--- config.mk ---
export PLATFORM = sky130hd
export DESIGN_NAME = line_scan_encoder
export DESIGN_NICKNAME = d
export VERILOG_FILES = /design/src/rtl/line_scan_encoder_pkg.sv /design/src/rtl/line_sync.sv /design/src/rtl/line_scan_encoder.sv
export SDC_FILE = /design/constraint.sdc
export NUM_CORES = 1
export LEC_CHECK = 0
export BUFFER_PORTS_ARGS = -buffer_cell sky130_fd_sc_hd__buf_2
export CORE_AREA = 4 4 55 77
export CTS_BUF_LIST = sky130_fd_sc_hd__clkbuf_8 sky130_fd_sc_hd__clkbuf_16
export CTS_CLUSTER_SIZE = 16
export DETAILED_ROUTE_END_ITERATION = 7
export DIE_AREA = 0 0 59 81
export GPL_TIMING_DRIVEN = 0
export PLACE_DENSITY = 0.71
export SYNTH_ARGS = -nofsm -noshare
export SYNTH_HDL_FRONTEND = slang
export SYNTH_SLANG_ARGS = --single-unit
--- constraint.sdc ---
create_clock -name clk -period 2.25 [get_ports clk]
set_input_delay 0.1125 -clock clk [delete_from_list [all_inputs] [get_ports clk]]
set_output_delay 0.1125 -clock clk [all_outputs]
set_load 0.03 [all_outputs]
--- src/rtl/line_scan_encoder_pkg.sv ---
// Shared types and constants for the line scan encoder: FSM states,
// the "no line" channel code and the number of panel lines.
package line_scan_encoder_pkg;

    localparam int NUM_LINES = 7;

    localparam logic [2:0] CH_NONE = 3'b000;

    typedef enum logic [1:0] {
        IDLE,
        DEBOUNCE,
        VALID,
        RELEASE
    } state_t;

endpackage

--- src/rtl/line_sync.sv ---
// Two-stage synchronizer for the raw panel lines. Both stages clear on the
// asynchronous reset, so a line that is still held is seen again as a new press.
module line_sync
    import line_scan_encoder_pkg::*;
#(
    parameter int WIDTH = NUM_LINES
) (
    input  logic             clk,
    input  logic             rst,
    input  logic [WIDTH-1:0] d,
    output logic [WIDTH-1:0] q
);

    logic [WIDTH-1:0] meta;

    always_ff @(posedge clk or posedge rst) begin
        if (rst) begin
            meta <= '0;
            q    <= '0;
        end else begin
            meta <= d;
            q    <= meta;
        end
    end

endmodule

--- src/rtl/line_scan_encoder.sv ---
// Debounced priority encoder for seven panel lines. A press must hold the same
// pattern for DEB_CYCLES samples; the code is held until acknowledged.
module line_scan_encoder
    import line_scan_encoder_pkg::*;
#(
    parameter int DEB_CYCLES = 4
) (
    input  logic                 clk,
    input  logic                 rst,
    input  logic [NUM_LINES-1:0] L,
    input  logic                 ack,
    output logic                 V,
    output logic [2:0]           Ch,
    output logic                 MULTI
);

    localparam logic [7:0]           CNT_LAST = 8'(DEB_CYCLES - 1);
    localparam logic [NUM_LINES-1:0] LINE_ONE = NUM_LINES'(1);

    logic [NUM_LINES-1:0] sL;
    logic [NUM_LINES-1:0] cand;
    logic [7:0]           cnt;
    logic [2:0]           enc_ch;
    logic                 enc_multi;
    state_t               state;

    line_sync #(
        .WIDTH (NUM_LINES)
    ) u_sync (
        .clk (clk),
        .rst (rst),
        .d   (L),
        .q   (sL)
    );

    // Walking from the top line down lets the lowest set line win.
    always_comb begin
        enc_ch = CH_NONE;
        for (int i = NUM_LINES - 1; i >= 0; i--) begin
            if (cand[i]) begin
                enc_ch = 3'(i + 1);
            end
        end
    end

    assign enc_multi = (cand & (cand - LINE_ONE)) != '0;

    always_ff @(posedge clk or posedge rst) begin
        if (rst) begin
            state <= IDLE;
            cnt   <= '0;
            cand  <= '0;
            V     <= 1'b0;
            Ch    <= CH_NONE;
            MULTI <= 1'b0;
        end else begin
            case (state)
                IDLE: begin
                    if (sL != '0) begin
                        cand  <= sL;
                        cnt   <= '0;
                        state <= DEBOUNCE;
                    end
                end
                DEBOUNCE: begin
                    if (sL != cand) begin
                        cnt   <= '0;
                        state <= IDLE;
                    end else if (cnt == CNT_LAST) begin
                        state <= VALID;
                        V     <= 1'b1;
                        Ch    <= enc_ch;
                        MULTI <= enc_multi;
                    end else begin
                        cnt <= cnt + 8'd1;
                    end
                end
                VALID: begin
                    if (ack) begin
                        state <= RELEASE;
                        cnt   <= '0;
                        V     <= 1'b0;
                        Ch    <= CH_NONE;
                        MULTI <= 1'b0;
                    end
                end
                RELEASE: begin
                    // Any active line restarts the release count, so bounces
                    // cannot sneak a second code out of one press.
                    if (sL != '0) begin
                        cnt <= '0;
                    end else if (cnt == CNT_LAST) begin
                        cnt   <= '0;
                        state <= IDLE;
                    end else begin
                        cnt <= cnt + 8'd1;
                    end
                end
                default: begin
                    state <= IDLE;
                end
            endcase
        end
    end

endmodule

=== Word-level counts from Yosys, hierarchy flattened ===
Cells that the tools add are included.

* Equal/unequal tests: 13
* Reductions and logical operators: 8
* Add/subtract/negate cells: 2
* Mux-type cells: 32
* Bitwise gates (word level): 1

{| class="wikitable"
|+ Operators by type and width
! kind !! number
|-
| $mux 8 || 6
|-
| $pmux 8 s4 || 1
|-
| $mux 3 || 10
|-
| $reduce_bool 7->1 || 2
|-
| $mux 2 || 6
|-
| $ne 2x2->1 const B || 6
|-
| $add 8x1->8 const B || 1
|-
| $eq 8x2->1 const B || 1
|-
| $pmux 2 s4 || 1
|-
| $and 7x7->7 || 1
|-
| $ne 7x7->1 || 1
|-
| $sub 7x1->7 const B || 1
|-
| $ne 3x3->1 const B || 2
|-
| $pmux 3 s2 || 1
|-
| $mux 1 || 5
|-
| $reduce_and 5->1 || 1
|-
| $eq 2x2->1 const B || 2
|-
| $pmux 1 s2 || 2
|-
| $reduce_and 4->1 || 1
|-
| $reduce_and 3->1 || 1
|-
| $eq 2x1->1 const B || 1
|-
| $logic_not 2->1 || 1
|-
| $reduce_and 2->1 || 1
|-
| $reduce_bool 2->1 || 1
|}

* Input port bits: 10
* Bits in registers: 36
* Word-level logic and storage cells: 64
* Output and inout port bits: 5

=== Depth between registers and ports, before layout ===
* Word-level depth: 10
* Gate-level depth with buffers: 7
* Gate-level depth less buffers: 6

=== Cells and area by module ===
A second synthesis with hierarchy kept.

* Cell total of the unflattened synthesis: 153
* Area total of the unflattened synthesis: 1664.1 µm²

{| class="wikitable"
|+ By module, submodules not included
! module !! area each (µm²) !! instances !! cells an instance !! seq. area each (µm²)
|-
| line_scan_encoder || 1310.0 || 1 || 138 || 550.5
|-
| line_sync || 354.1 || 1 || 15 || 350.3
|}

=== Worst setup path after synthesis ===
OpenSTA, ideal clock, no wires.

* Path type: register to register
* Start point: reg cnt[5]
* End point: reg Ch[0]
* Stages on the path, launching flop included: 6
* Slack: 0.421 ns
* Data arrival time: 1.746 ns
* Clock period less this slack: 1.829 ns
* Path buffers: 0
* Required time: 2.167 ns
* Library setup time: 0.083 ns
* Cell sequence: dfrtp_1 or4_4 or3_4 nor3_4 o21ai_0 o21ai_0

* Cells in the longest elaborated chain, start to end: 3

{| class="wikitable"
|+ RTL lines
! item !! RTL line !! source
|-
| start, declared || line_scan_encoder.sv:22 || <nowiki>logic [7:0] cnt;</nowiki>
|-
| start signal, assigned || line_scan_encoder.sv:75 || <nowiki>cnt <= cnt + 8'd1;</nowiki>
|-
| start signal, assigned || line_scan_encoder.sv:96 || <nowiki>cnt <= cnt + 8'd1;</nowiki>
|-
| $eq 8x2->1 || line_scan_encoder.sv:69 || <nowiki>end else if (cnt == CNT_LAST) begin</nowiki>
|-
| $ne 2x2->1 (no line) || - ||
|-
| $reduce_and 4->1 (no line) || - ||
|-
| end signal, assigned || line_scan_encoder.sv:72 || <nowiki>Ch <= enc_ch;</nowiki>
|-
| end, declared || line_scan_encoder.sv:13 || <nowiki>output logic [2:0] Ch,</nowiki>
|}

No other way between the ends.
A chain may end at the register's enable or synchronous reset.

=== Worst setup path after layout ===
* Start point: reg u_sync.q[3]
* End point: reg cand[0]

* Cells in the longest elaborated chain, start to end: 2

{| class="wikitable"
|+ RTL lines
! item !! RTL line !! source
|-
| start, declared || line_sync.sv:11 || <nowiki>output logic [WIDTH-1:0] q</nowiki>
|-
| start signal, assigned || line_sync.sv:22 || <nowiki>q <= meta;</nowiki>
|-
| $reduce_bool 7->1 || line_scan_encoder.sv:59 || <nowiki>if (sL != '0) begin</nowiki>
|-
| $reduce_and 2->1 (no line) || - ||
|-
| end signal, assigned || line_scan_encoder.sv:60 || <nowiki>cand <= sL;</nowiki>
|-
| end, declared || line_scan_encoder.sv:21 || <nowiki>logic [NUM_LINES-1:0] cand;</nowiki>
|}

No other way between the ends.

==> run_results.csv <==
group,metric,value,unit
floorplan,core-area,3580,µm²
yosys,yosys_warnings,0,
clock_network,htree_levels,2,
floorplan,start_util,45.0,%
finish,final_nets,188,
clock_network,clk_pin_slew,0.07,ns
worst_setup_path,r2r_slack,0.23,ns
grt,grt_antenna_before_repair,0,
drt,post_drt_wl_per_cell,13.2,µm
yosys,synth_top_flop_cell,"dfrtp_1",
sta,worstMarginPinSlew,0.725,ns
grt,overflow,0,
sta,finalCriticalPeriod,2.02,ns
clock_network,numCtsBuffers,5,
finish,syn2layout_area_growth,19.8,%
sta,fin_skew,0.00721,ns
drt,dr_total_vias,1192,
power,power_density,903,nW/µm²
floorplan,dieArea,4780,µm²
worst_setup_path,arrival,2.20,ns
sta,tns,0,ns
yosys,synthMostInstantiatedCell,"dfrtp_1",
drt,drc_errors,0,
floorplan,die_w,59,µm
clock_network,cts_resized,0,
floorplan,fp.dieH,81,µm
grt,grt_first_pass_wirelength,5050,µm
worst_setup_path,critPathCaptureType,"flop",
worst_setup_path,crit_fanout,7,
yosys,syn_area,1610,µm²
drt,viasPerCell,5.42,
min_path,hold_class,"in2reg",
power,leakage,0.840,nW
finish,layout-drive-gt1-share,22.5,%
yosys,ys_types,39,
yosys,synth_area_leaders,"dfrtp_1 (56%), o21ai_0 (5.0%), mux2_2 (4.9%)",
placed_design,place_hpwl,2090,µm
floorplan,pin_count,15,
drt,drt-total-wl,2900,µm
min_path,holdPathEnd,"V",
clock_network,cts_sinks,36,
clock_network,cts_buffer_depth,2,
yosys,synth_edf_count,0,
flow_run,maxCapViolCount,0,
clock_network,cts_tree,"done",
sta,slew_headroom,51.6,%
yosys,syn_inst,148,
yosys,yosys-top-cells-count,"dfrtp_1 (36), o21ai_0 (16), nand2_1 (12), nor2_1 (9)",
sta,setup_viol_count_final,0,
yosys,syn_nets,159,
sta,max_freq,494,MHz
worst_setup_path,start_kind,"flop",
worst_setup_path,worstReg2RegStart,"u_sync.q[3]",
floorplan,core.rowCount,26,
yosys,syn_area_per_cell,10.9,µm²
yosys,synth_top_area_cell,"dfrtp_1",
yosys,ys_seq_elements,36,
clock_network,insertion_delay,0.29,ns
yosys,yosysSeqAreaShare,56.0,%
min_path,hp-start,"ack",
clock_network,cts-root-buf,"clkbuf_8",
drt,antenna_left,0,
power,ir_drop,643,µV
placed_design,gp_congestion,0.816,
yosys,yosysTopAreaCellShare,56.0,%
grt,grt.total_usage,13.8,%
placed_design,io_buffers,14,
status,status,"complete, no violations",
sta,slew_viol_final,0,
finish,antenna_cells,0,
min_path,holdPathStages,3,
grt,grt_pass1_vias,1143,
worst_setup_path,r2r_end,"cand[0]",
yosys,async_reset_ff_share,100,%
sta,fin_crit_sh,89.9,%
worst_setup_path,crit_type,"reg2reg",
drt,drt_pass1_iterations,4,
sta,hold_viol_final,0,
grt,grt_max_degree,37,
drt,dr.first_iter.drc_count,29,
sta,rsz0062_at_grt,"no",
worst_setup_path,rr_worst_depth,5,
sta,whs,0.262,ns
worst_setup_path,critical_path_required,2.43,ns
-- cell usage in the layout, fill, tap and decap left out, drive strengths merged, types with 2 or more instances in the layout --
cell / n
buf: 15
nand2b: 2
a211o: 2
nand3: 3
nor3: 8
a21o: 4
inv: 5
a21oi: 3
nand2: 12
or4: 2
dfrtp: 36
or3: 3
nor2b: 2
a31oi: 2
nor4: 3
mux2: 7
clkbuf: 8
o21ai: 16
o2bb2ai: 2
and3: 2
dlygate4sd3: 8
nand4: 4
nor2: 9
xnor2: 7
-- stage by stage --
stage                     cell area [µm²]  worst slack (ns)  util, %  std cells  power [mW]
after floorplan                      1610             0.421        -        148        1.09
after global placement               1730             0.207     48.4        204        1.15
after detailed placement             1730             0.226     48.4        204        1.17
after CTS                            1920             0.218     53.6        219        1.75
after global routing                 1930            0.0737     53.8        220        1.84
final                                1930             0.226     53.8        220        1.74
-- registers in the layout (all words and copies together), names as in the netlist, named ones only --
signal       count
cnt              8
cand             7
u_sync.meta      7
u_sync.q         7
Ch               3
MULTI            1
V                1
state            1
-- kinds of logic (layout without fill, tap and decap cells) --
group / count (synthesis) / in the layout / share of synthesized area, %
fa+ha+maj: 1 / 1 / 0.777
flops: 36 / 36 / 56.0
buf+inv: 8 / 38 / 1.94
mux: 7 / 7 / 4.90
compound gates: 33 / 33 / 13.1
simple gates: 56 / 56 / 19.5
xor+xnor: 7 / 7 / 3.81
-- how the worst max path moves through the flow --
stage / start / to / slack, ns / depth (start not counted)
CTS: cnt[5] / MULTI / 0.22 / 5
finish: u_sync.q[3] / cand[0] / 0.23 / 5
detailed placement: cnt[5] / cnt[1] / 0.23 / 5
global route: cnt[5] / cnt[1] / 0.07 / 5
floorplan: cnt[5] / Ch[0] / 0.42 / 5
global placement: u_sync.q[3] / cand[3] / 0.21 / 5
-- worst max-delay path: stages (launching register included) --
cell	delay (ns)
dfrtp_1	0.42
nor4_1	0.45
and2_1	0.24
or3_1	0.11
clkbuf_1	0.31
mux2_2	0.38
-- power by group --
group | internal (mW) | total [mW] | leakage [nW] | switching (mW)
combinational | 0.182 | 0.356 | 0.355 | 0.174
clock | 0.333 | 0.574 | 0.0548 | 0.240
sequential | 0.719 | 0.810 | 0.430 | 0.0916
total | 1.23 | 1.74 | 0.840 | 0.506
-- layer usage --
metal	vias up	global-route usage, %	wire, µm
li1	591	-	-
met1	565	15.6	1220
met2	28	23.9	1490
met3	8	4.29	138
met4	0	5.44	53
met5	-	0	0
-- timing repair --
item / in CTS / in global routing
endpoints found under the hold margin: 7 / 2
hold buffers: 7 / 1
setup endpoints to repair: 0 / 0
buffers inserted: 0 / 0
-- cell type report --
type / instances / area, µm²
Sequential cell: 36 / 901
Buffer: 4 / 16.3
Multi-Input combinational cell: 104 / 677
Clock buffer: 5 / 68.8
Inverter: 4 / 15.0
Clock inverter: 3 / 46.3
Tap cell: 42 / 52.6
Fill cell: 316 / 1650
Timing Repair Buffer: 22 / 150
Power figures use the tool's default switching activity.
